[src/rtl/freq_gen.sv]
// freq_gen: slow/medium/fast display clocks divided from CLOCK, plus a glitch-free CURRCLK picked by SW0..SW2.
// Latency: each source toggles every DIV cycles; CURRCLK lags its source by 1; request visible 2 cycles after a pin change.
// Backpressure: none; a source change waits for the old-source fall, then the target fall; requests during a change are ignored.
// Optional FREQ_GEN_DEBOUNCE_EN: each switch must stay stable DEBOUNCE_CYCLES cycles before it reaches the request.
module freq_gen #(
    parameter int SLOW_DIV        = 50_000_000,
    parameter int MED_DIV         = 12_500_000,
    parameter int FAST_DIV        = 3_125_000,
    parameter int DEBOUNCE_CYCLES = 1_000_000
) (
    input  logic       CLOCK,
    input  logic       RESET,
    input  logic       SW0,
    input  logic       SW1,
    input  logic       SW2,
    output logic       SLOWCLK,
    output logic       MEDCLK,
    output logic       FASTCLK,
    output logic       CURRCLK,
    output logic [1:0] SEL,
    output logic       SWITCHING
);
    localparam logic [1:0] SRC_SLOW = 2'b00;
    localparam logic [1:0] SRC_MED  = 2'b01;
    localparam logic [1:0] SRC_FAST = 2'b10;

    typedef enum logic [1:0] {RUN, DRAIN, PARK} state_t;

    logic [2:0] src;
    logic [2:0] src_q;
    logic [2:0] fall;
    logic [2:0] sw_s1;
    logic [2:0] sw_s2;
    logic [2:0] sw_req;
    logic [1:0] req;
    logic [1:0] target;
    logic [1:0] target_nxt;
    logic [1:0] sel_nxt;
    logic       curr_nxt;
    state_t     state;
    state_t     state_nxt;

    if (SLOW_DIV < 1 || MED_DIV < 1 || FAST_DIV < 1 || DEBOUNCE_CYCLES < 1) begin : g_param_check
        $error("freq_gen: divider and debounce parameters must be >= 1");
    end

    // Bit index of src matches the SEL encoding: 0 slow, 1 medium, 2 fast.
    for (genvar g = 0; g < 3; g++) begin : g_div
        localparam int DIV = (g == 0) ? SLOW_DIV : (g == 1) ? MED_DIV : FAST_DIV;
        localparam int CW  = (DIV > 1) ? $clog2(DIV) : 1;
        logic [CW-1:0] cnt;
        logic          tog;

        always_ff @(posedge CLOCK) begin
            if (RESET) begin
                cnt <= '0;
                tog <= 1'b0;
            end else if (cnt == CW'(DIV - 1)) begin
                cnt <= '0;
                tog <= ~tog;
            end else begin
                cnt <= cnt + CW'(1);
            end
        end

        assign src[g] = tog;
    end

    assign SLOWCLK = src[0];
    assign MEDCLK  = src[1];
    assign FASTCLK = src[2];
    assign fall    = src_q & ~src;

    always_ff @(posedge CLOCK) begin
        if (RESET) begin
            sw_s1 <= '0;
            sw_s2 <= '0;
            src_q <= '0;
        end else begin
            sw_s1 <= {SW2, SW1, SW0};
            sw_s2 <= sw_s1;
            src_q <= src;
        end
    end

`ifdef FREQ_GEN_DEBOUNCE_EN
    localparam int DW = (DEBOUNCE_CYCLES > 1) ? $clog2(DEBOUNCE_CYCLES) : 1;

    for (genvar g = 0; g < 3; g++) begin : g_deb
        logic [DW-1:0] cnt;
        logic          deb;

        always_ff @(posedge CLOCK) begin
            if (RESET) begin
                cnt <= '0;
                deb <= 1'b0;
            end else if (sw_s2[g] == deb) begin
                cnt <= '0;
            end else if (cnt == DW'(DEBOUNCE_CYCLES - 1)) begin
                cnt <= '0;
                deb <= sw_s2[g];
            end else begin
                cnt <= cnt + DW'(1);
            end
        end

        assign sw_req[g] = deb;
    end
`else
    assign sw_req = sw_s2;
`endif

    function automatic logic pick(input logic [2:0] v, input logic [1:0] s);
        case (s)
            SRC_SLOW: return v[0];
            SRC_MED:  return v[1];
            SRC_FAST: return v[2];
            default:  return 1'b0;
        endcase
    endfunction

    always_comb begin
        req = SRC_MED;
        if (sw_req[2])      req = SRC_FAST;
        else if (sw_req[1]) req = SRC_MED;
        else if (sw_req[0]) req = SRC_SLOW;
    end

    // CURRCLK only ever follows SEL's source or sits low in PARK, so every phase is whole.
    always_comb begin
        state_nxt  = state;
        sel_nxt    = SEL;
        target_nxt = target;
        curr_nxt   = pick(src, SEL);
        case (state)
            RUN: begin
                if (req != SEL) begin
                    target_nxt = req;
                    state_nxt  = DRAIN;
                end
            end
            DRAIN: begin
                if (pick(fall, SEL)) state_nxt = PARK;
            end
            PARK: begin
                curr_nxt = 1'b0;
                if (pick(fall, target)) begin
                    sel_nxt   = target;
                    state_nxt = RUN;
                end
            end
            default: state_nxt = RUN;
        endcase
    end

    always_ff @(posedge CLOCK) begin
        if (RESET) begin
            state   <= RUN;
            SEL     <= SRC_MED;
            target  <= SRC_MED;
            CURRCLK <= 1'b0;
        end else begin
            state   <= state_nxt;
            SEL     <= sel_nxt;
            target  <= target_nxt;
            CURRCLK <= curr_nxt;
        end
    end

    assign SWITCHING = (state != RUN);

endmodule

[config.mk]
export PLATFORM = sky130hd
export DESIGN_NAME = freq_gen
export DESIGN_NICKNAME = d
export VERILOG_FILES = /design/src/rtl/freq_gen.sv
export SDC_FILE = /design/constraint.sdc
export NUM_CORES = 1
export LEC_CHECK = 0
export CORE_ASPECT_RATIO = 1.4
export CORE_UTILIZATION = 55
export CTS_BUF_LIST = sky130_fd_sc_hd__clkbuf_8
export DETAILED_ROUTE_END_ITERATION = 10
export GPL_ROUTABILITY_DRIVEN = 0
export GPL_TIMING_DRIVEN = 0
export HOLD_SLACK_MARGIN = 0.08
export PLACE_DENSITY_LB_ADDON = 0.08
export RECOVER_POWER = 50
export SETUP_SLACK_MARGIN = 0.2
export SYNTH_ARGS = -nofsm -noshare
export SYNTH_HDL_FRONTEND = slang
export SYNTH_SLANG_ARGS = --single-unit
export TNS_END_PERCENT = 20
[constraint.sdc]
create_clock -name CLOCK -period 4.1 [get_ports CLOCK]
set_clock_uncertainty 0.05 [all_clocks]
set_input_delay 1.23 -clock CLOCK [delete_from_list [all_inputs] [get_ports CLOCK]]
set_output_delay 1.23 -clock CLOCK [all_outputs]
set_load 0.005 [all_outputs]
-- Word level (Yosys, flattened, before mapping)
Index checks and enable logic that the tools add are counted.
W data, S select, Z words.
- register bits: 91
- input bits: 5
- output and inout bits: 7
- logic and storage cells: 57
- add/subtract/negate cells: 3
- equality and inequality tests: 13
- mux-type cells: 12
- bitwise gates (word level): 5
- reductions and logical operators: 11
- operator list (kind ; number):
    $add A26 B1 Y26 const B ; 1
    $eq A26 B26 Y1 const B ; 1
    $add A24 B1 Y24 const B ; 1
    $eq A24 B24 Y1 const B ; 1
    $add A22 B1 Y22 const B ; 1
    $eq A22 B22 Y1 const B ; 1
    $pmux W1 S3 ; 3
    $mux W2 ; 4
    $reduce_or A2 Y1 ; 4
    $eq A2 B1 Y1 const B ; 3
    $eq A2 B2 Y1 const B ; 3
    $logic_not A2 Y1 ; 3
    $ne A2 B2 Y1 const B ; 3
    $pmux W2 S3 ; 1
    $mux W1 ; 4
    $reduce_and A2 Y1 ; 2
    $and A3 B3 Y3 ; 1
    $not A1 Y1 ; 3
    $not A3 Y3 ; 1
    $reduce_and A3 Y1 ; 1
    $ne A2 B2 Y1 ; 1
    $reduce_bool A2 Y1 ; 1

-- Longest topological paths before layout
Gate-level depths: netlist of run 1.
- depth after elaboration: 6
- mapped depth: 8
- depth with buffers taken out: 6

-- Worst setup path before layout of run 1
Ideal clock, no wire load.
- path kind: input -> register
- start point: input port RESET
- end point: register g_div[0].cnt[12]
- setup time: 64 ps
- data arrival time: 1817 ps
- data required time: 3986 ps
- path slack: 2169 ps
- stages on the path: 4
- path through: or2_1 > buf_4 > buf_4 > nor2_1
- word-level cells in the longest chain between the ends: 1
- ends and longest elaborated chain (element ; RTL line ; RTL):
    start: declaration ; 12 ; input logic RESET,
    $reduce_or A2 Y1 (no line) ; -- ;
    end signal: assignment ; 62 ; cnt <= cnt + CW'(1);
    end: declaration ; 51 ; logic [CW-1:0] cnt;
No other way between the ends.
A chain may end at the register's enable or synchronous reset.

-- Worst setup path after layout of run 1
- start point: register state[1]
- end point: output port SWITCHING
- word-level cells in the longest chain between the ends: 1
- ends and longest elaborated chain (element ; RTL line ; RTL):
    start: declaration ; 40 ; state_t state;
    start signal: assignment ; 163 ; state <= state_nxt;
    $reduce_bool A2 Y1 ; 170 ; assign SWITCHING = (state != RUN);
    end: declaration ; 21 ; output logic SWITCHING
No other way between the ends.

==> flow_summary.json, run 1 <==
{
  "status": "finished clean",
  "fin_crit_sh_pct": 66.5,
  "leakage_uw": 0.00149,
  "grt_pass1_vias": 2745,
  "grt_remaining_overflow": 0,
  "area_growth_pct": 9.89,
  "relSlewSlack_pct": 47.5,
  "root_buffer": "clkbuf_8",
  "synth_edf_count": 0,
  "power_uw": 1560,
  "setup_viol": 0,
  "row_count": 35,
  "drv_slew": 0,
  "core_area_um2": 6700,
  "cts_resized": 0,
  "reg2reg_from": "g_div[1].cnt[0]",
  "postCtsSetupBuffers": 0,
  "route.detailed.drc": 0,
  "nets": 460,
  "worstMarginPinSlew_ns": 0.782,
  "clock_path_buffers": 2,
  "multiInputGateArea_um2": 1950,
  "track_usage_pct": 20.0,
  "port_buffers": 11,
  "hold_viol": 0,
  "ios": 12,
  "vias": 2888,
  "hp-start": "sw_s1[2]",
  "cts_hold_buf": 0,
  "fill_cells": 623,
  "hold_depth": 1,
  "syn_area_per_cell_um2": 9.06,
  "clk_pin_slew_ns": 0.09,
  "synth_area_um2": 3900,
  "critical_path_class": "reg -> out",
  "cap_violations": 0,
  "worstPathArrival_ns": 1.45,
  "ff2ff_setup_slack_ns": 1.64,
  "ys_seq_area_share_pct": 46.8,
  "fmax_ghz": 0.367,
  "clk_latency_ns": 0.36,
  "clock_sinks": 91,
  "min_to": "sw_req[2]",
  "syn_nets": 438,
  "syn_inst": 430,
  "antenna_left": 0,
  "endpoint_kind": "output pin",
  "irDropWorstVdd_v": 0.000237,
  "drtIter0Drc": 92,
  "routedWlPerCell_um": 11.9,
  "fp.dieH_um": 102,
  "required_ns": 2.82,
  "drive_above_1_share_pct": 6.14,
  "n_antenna_cell": 0,
  "crit_start": "state[1]",
  "synth_flop_cell": "dfxtp_1",
  "grt_antenna_before_repair": 0,
  "vias_per_cell": 5.27,
  "tritoncts": "yes",
  "cts_buffers": 9,
  "cp-start-kind": "flop",
  "dp_hpwl_mm": 4.64,
  "die_area_um2": 7430,
  "finalSetupTns_ns": 0,
  "routed_wl_mm": 6.54,
  "reg2reg_depth": 8,
  "r2r-end": "g_div[1].cnt[7]",
  "grt_setup_unrepaired": "false",
  "htreeDepth": 3,
  "start_util_pct": 58.2,
  "die_w_um": 73.1,
  "ys_warn_count": 0,
  "seq_area_um2": 1820,
  "grt_max_degree": 16,
  "p_per_area_nw_per_um2": 364,
  "critPathMaxFanout": 3,
  "yosys_register_bits": 91,
  "grt_first_pass_wirelength_mm": 11.7,
  "holdCritPathClass": "reg -> reg",
  "min_period_ns": 2.73,
  "post_synth_num_cell_types": 41,
  "async_flop_share_pct": 0,
  "drt_pass1_iterations": 4
}
logic make-up (layout without fill, tap and decap cells):
family,count (synthesis),in the layout,share of synthesized area (%)
AO/OA/AOI/OAI,16,16,2.28
AND/OR/NAND/NOR,231,231,31.2
flip-flops,91,91,46.8
buffers and inverters,20,46,3.18
adder cells (fa/ha/maj),3,3,0.963
multiplexers,2,2,0.514
XOR/XNOR,67,67,15.1
metal layers:
| metal | GRT usage (%) | part of all wire (%) |
|---|---|---|
| met1 | 23.8 | 47 |
| met2 | 33.8 | 49 |
| met3 | 5.07 | 2.2 |
| met4 | 8.45 | 1.7 |
| met5 | 0 | 0 |
flip-flops by register name (all words and copies together) (netlist names):
| register | count |
|---|---|
| CURRCLK | 1 |
| g_div.cnt | 72 |
| MEDCLK | 1 |
| SLOWCLK | 1 |
| state | 2 |
| sw_s1 | 3 |
| FASTCLK | 1 |
| src_q | 3 |
| sw_req | 3 |
| SEL | 2 |
| target | 2 |
worst max-delay path by stage:
stage / end / slack [ns] / cells past startpoint
global route: g_div[1].cnt[7] / 1.27 / 5
finish: SWITCHING / 1.37 / 2
detailed placement: g_div[0].cnt[20] / 1.47 / 5
CTS: SWITCHING / 1.35 / 2
floorplan: g_div[0].cnt[12] / 2.17 / 4
global placement: g_div[0].cnt[20] / 1.49 / 5
cell type report:
class	count	share of cell area [%]
plain buffers	13	1.40
inverters	7	0.614
repair buffers	11	2.57
well taps	92	2.69
clock buffers	10	3.21
multi-input cells	319	45.5
flip-flops and latches	91	42.5
clock inverters	5	1.46
report_power, final:
part	switching, uW	leakage [uW]	total (uW)	internal [uW]
sequential	8.40	0.000736	903	895
clock	311	0.0000950	609	298
combinational	25.2	0.000662	44.4	19.2
total	345	0.00149	1560	1210
layout by cell type, fill, tap and decap left out, types with 2 or more instances in the layout:
master,netlist,routed
nor4bb_1,3,3
nor3b_1,2,2
xor2_1,41,41
nand3b_1,2,2
clkdlybuf4s50_1,0,10
nand3_1,18,18
or2_2,2,2
o21ai_0,4,4
or2_0,0,2
inv_1,7,7
and4_1,9,9
clkinvlp_4,0,2
and2_1,3,3
nor2b_1,12,12
clkbuf_8,0,10
mux2i_1,2,2
nand4_1,20,20
a21oi_1,9,9
nor2_1,90,90
nand2b_1,3,3
or4b_1,2,2
nand3_2,2,2
nor2_2,2,2
and3_1,11,11
nor3_1,6,6
ha_1,3,3
xnor2_1,26,26
clkbuf_1,4,11
dfxtp_1,91,91
or3_1,3,3
nor4b_1,2,2
nand2_1,27,27
nor4_1,4,4
per-stage QoR:
| step | cells | cell area [um2] | hold WS [ns] | setup slack, ns | utilization, % |
|---|---|---|---|---|---|
| after global routing | 548 | 4280 | 0.408 | 1.27 | 63.9 |
| after CTS | 548 | 4320 | 0.397 | 1.35 | 64.5 |
| after global placement | 533 | 4120 | 0.369 | 1.49 | 61.5 |
| final | 548 | 4280 | 0.391 | 1.37 | 63.9 |
| after detailed placement | 533 | 4120 | 0.375 | 1.47 | 61.5 |
| after floorplan | 430 | 3900 | 0.364 | 2.17 | - |
synthesized netlist by cell type, types with 6 or more instances:
master	number	area share, %
a21oi_1	9	1.2
and3_1	11	1.8
and4_1	9	2.0
dfxtp_1	91	47
inv_1	7	0.67
nand2_1	27	2.6
nand3_1	18	2.3
nand4_1	20	3.2
nor2_1	90	8.7
nor2b_1	12	1.9
nor3_1	6	0.77
xnor2_1	26	5.8
xor2_1	41	9.2
critical path, stage by stage, from the launching register on:
cell	delay, ns
dfxtp_1	0.33
or2_2	0.31
clkdlybuf4s50_1	0.45
Note: power is estimated with default switching activity, not from simulation.
==> inputs of run 2 (changes only) <==
- clock period: 4.1 -> 2.2 ns (I/O delays scaled with it)
==> flow_summary.json, run 2 (synthesis gave the netlist of run 1 again) <==
{
  "fin_crit_sh_pct": 93.6,
  "endpoint_kind": "flop",
  "dpl-instance-area_um2": 4120,
  "clock_sinks": 91,
  "cap_violations": 0,
  "place_worst_setup_slack_ns": 0.143,
  "multiInputGateArea_um2": 1980,
  "cp-start-kind": "flop",
  "drt_pass1_iterations": 4,
  "hold_depth": 1,
  "hold-worst-slack_ns": 0.391,
  "worstPathCellList": "or4b_1, nor4_1, and4_1, or2_0, buf_6, nor2_1",
  "nets": 461,
  "clk_latency_ns": 0.36,
  "dp_hpwl_mm": 4.64,
  "final_area_um2": 4370,
  "hold_viol": 0,
  "grt_pass1_vias": 2742,
  "start_util_pct": 58.2,
  "die_w_um": 73.1,
  "setup_viol": 0,
  "critical_path_class": "reg -> reg",
  "ios": 12,
  "grt_first_pass_wirelength_mm": 11.8,
  "cpPeakStageDelay_ns": 0.54,
  "worstMarginPinSlew_ns": 0.483,
  "tritoncts": "yes",
  "cts_buffers": 9,
  "final_common_cell": "nor2_1",
  "fp.dieH_um": 102,
  "crit_family": "simple AND/OR/NAND/NOR gates",
  "area_growth_pct": 12.1,
  "largest-register": "g_div.cnt",
  "irDropWorstVdd_v": 0.000442,
  "worstPathArrival_ns": 2.25,
  "grt_setup_unrepaired": "true",
  "worst_slack_ns": 0.141,
  "fill_cells": 605,
  "grt_max_degree": 16,
  "slowest_stage": "or4b_1",
  "layout_common_cells": "nor2_1, dfxtp_1, xor2_1",
  "p_per_area_nw_per_um2": 665,
  "clk_pin_slew_ns": 0.09,
  "relSlewSlack_pct": 67.6,
  "holdCritPathClass": "reg -> reg",
  "htreeDepth": 3,
  "min_to": "sw_req[2]",
  "core_area_um2": 6700,
  "root_buffer": "clkbuf_8",
  "track_usage_pct": 20.1,
  "ff2ff_setup_slack_ns": 0.14,
  "critPathMaxFanout": 10,
  "fmax_ghz": 0.486,
  "row_count": 35,
  "hp-start": "sw_s1[2]",
  "die_area_um2": 7430,
  "grt_remaining_overflow": 0,
  "vias_per_cell": 5.24,
  "required_ns": 2.40,
  "clock_path_buffers": 2,
  "n_antenna_cell": 0,
  "min_period_ns": 2.06,
  "route.detailed.drc": 0,
  "reg2reg_from": "g_div[2].cnt[7]",
  "status": "finished clean",
  "port_buffers": 11,
  "routed_wl_mm": 6.59,
  "grt_antenna_before_repair": 0,
  "reg2reg_depth": 6,
  "drtIter0Drc": 85,
  "drive_above_1_share_pct": 9.63,
  "finalSetupTns_ns": 0,
  "cts_hold_buf": 0,
  "drv_slew": 0,
  "vias": 2878,
  "crit_buf_inv": 1,
  "antenna_left": 0,
  "leakage_uw": 0.00157,
  "seq_area_um2": 1830,
  "r2r-end": "g_div[2].cnt[18]",
  "largest_reg_flops": 72,
  "routedWlPerCell_um": 12.0
}
run 2: power breakdown:
| part | switching [uW] | internal, uW | leakage, uW |
|---|---|---|---|
| combinational | 47.7 | 42.6 | 0.000739 |
| clock | 580 | 555 | 0.0000950 |
| sequential | 15.9 | 1660 | 0.000739 |
| total | 644 | 2260 | 0.00157 |
run 2: repair_timing:
action                                  in CTS  in global routing
buffers inserted                             0                  1
resized for setup                            9                  5
hold endpoints to repair                     0                  0
pin swaps                                    0                  2
endpoints found under the setup margin      39                 37
run 2: cell type report:
class,count,area share [%]
Buffer,13,2.23
Clock buffer,10,3.15
Clock inverter,5,1.43
Inverter,7,0.602
Multi-Input combinational cell,319,45.3
Sequential cell,91,41.9
Tap cell,92,2.64
Timing Repair Buffer,12,2.66
run 2: how the worst max path moves through the flow:
stage / slack, ns / cells past startpoint / end / startpoint
finish: 0.14 / 6 / g_div[2].cnt[18] / g_div[2].cnt[7]
global route: -0.002 / 6 / g_div[2].cnt[18] / g_div[2].cnt[7]
CTS: 0.19 / 8 / g_div[1].cnt[20] / g_div[1].cnt[0]
detailed placement: 0.14 / 5 / g_div[0].cnt[20] / RESET
global placement: 0.16 / 5 / g_div[0].cnt[20] / RESET
floorplan: 0.46 / 8 / g_div[1].cnt[21] / g_div[1].cnt[0]
run 2: routing by layer:
layer  track usage [%]  up-vias  share of wire (%)
li1                  -     1491                  -
met1              23.8     1346                 47
met2              34.1       26                 49
met3              5.27       15                2.3
met4              8.75        0                2.1
met5                 0        -                  0
run 2: through the flow:
stage | total power, uW | instances | util (%)
final | 2910 | 549 | 65.2
after global routing | 3030 | 549 | 65.2
after CTS | 2940 | 548 | 64.8
after detailed placement | 1820 | 533 | 61.5
after global placement | 1810 | 533 | 61.5
after floorplan | 1790 | 430 | -
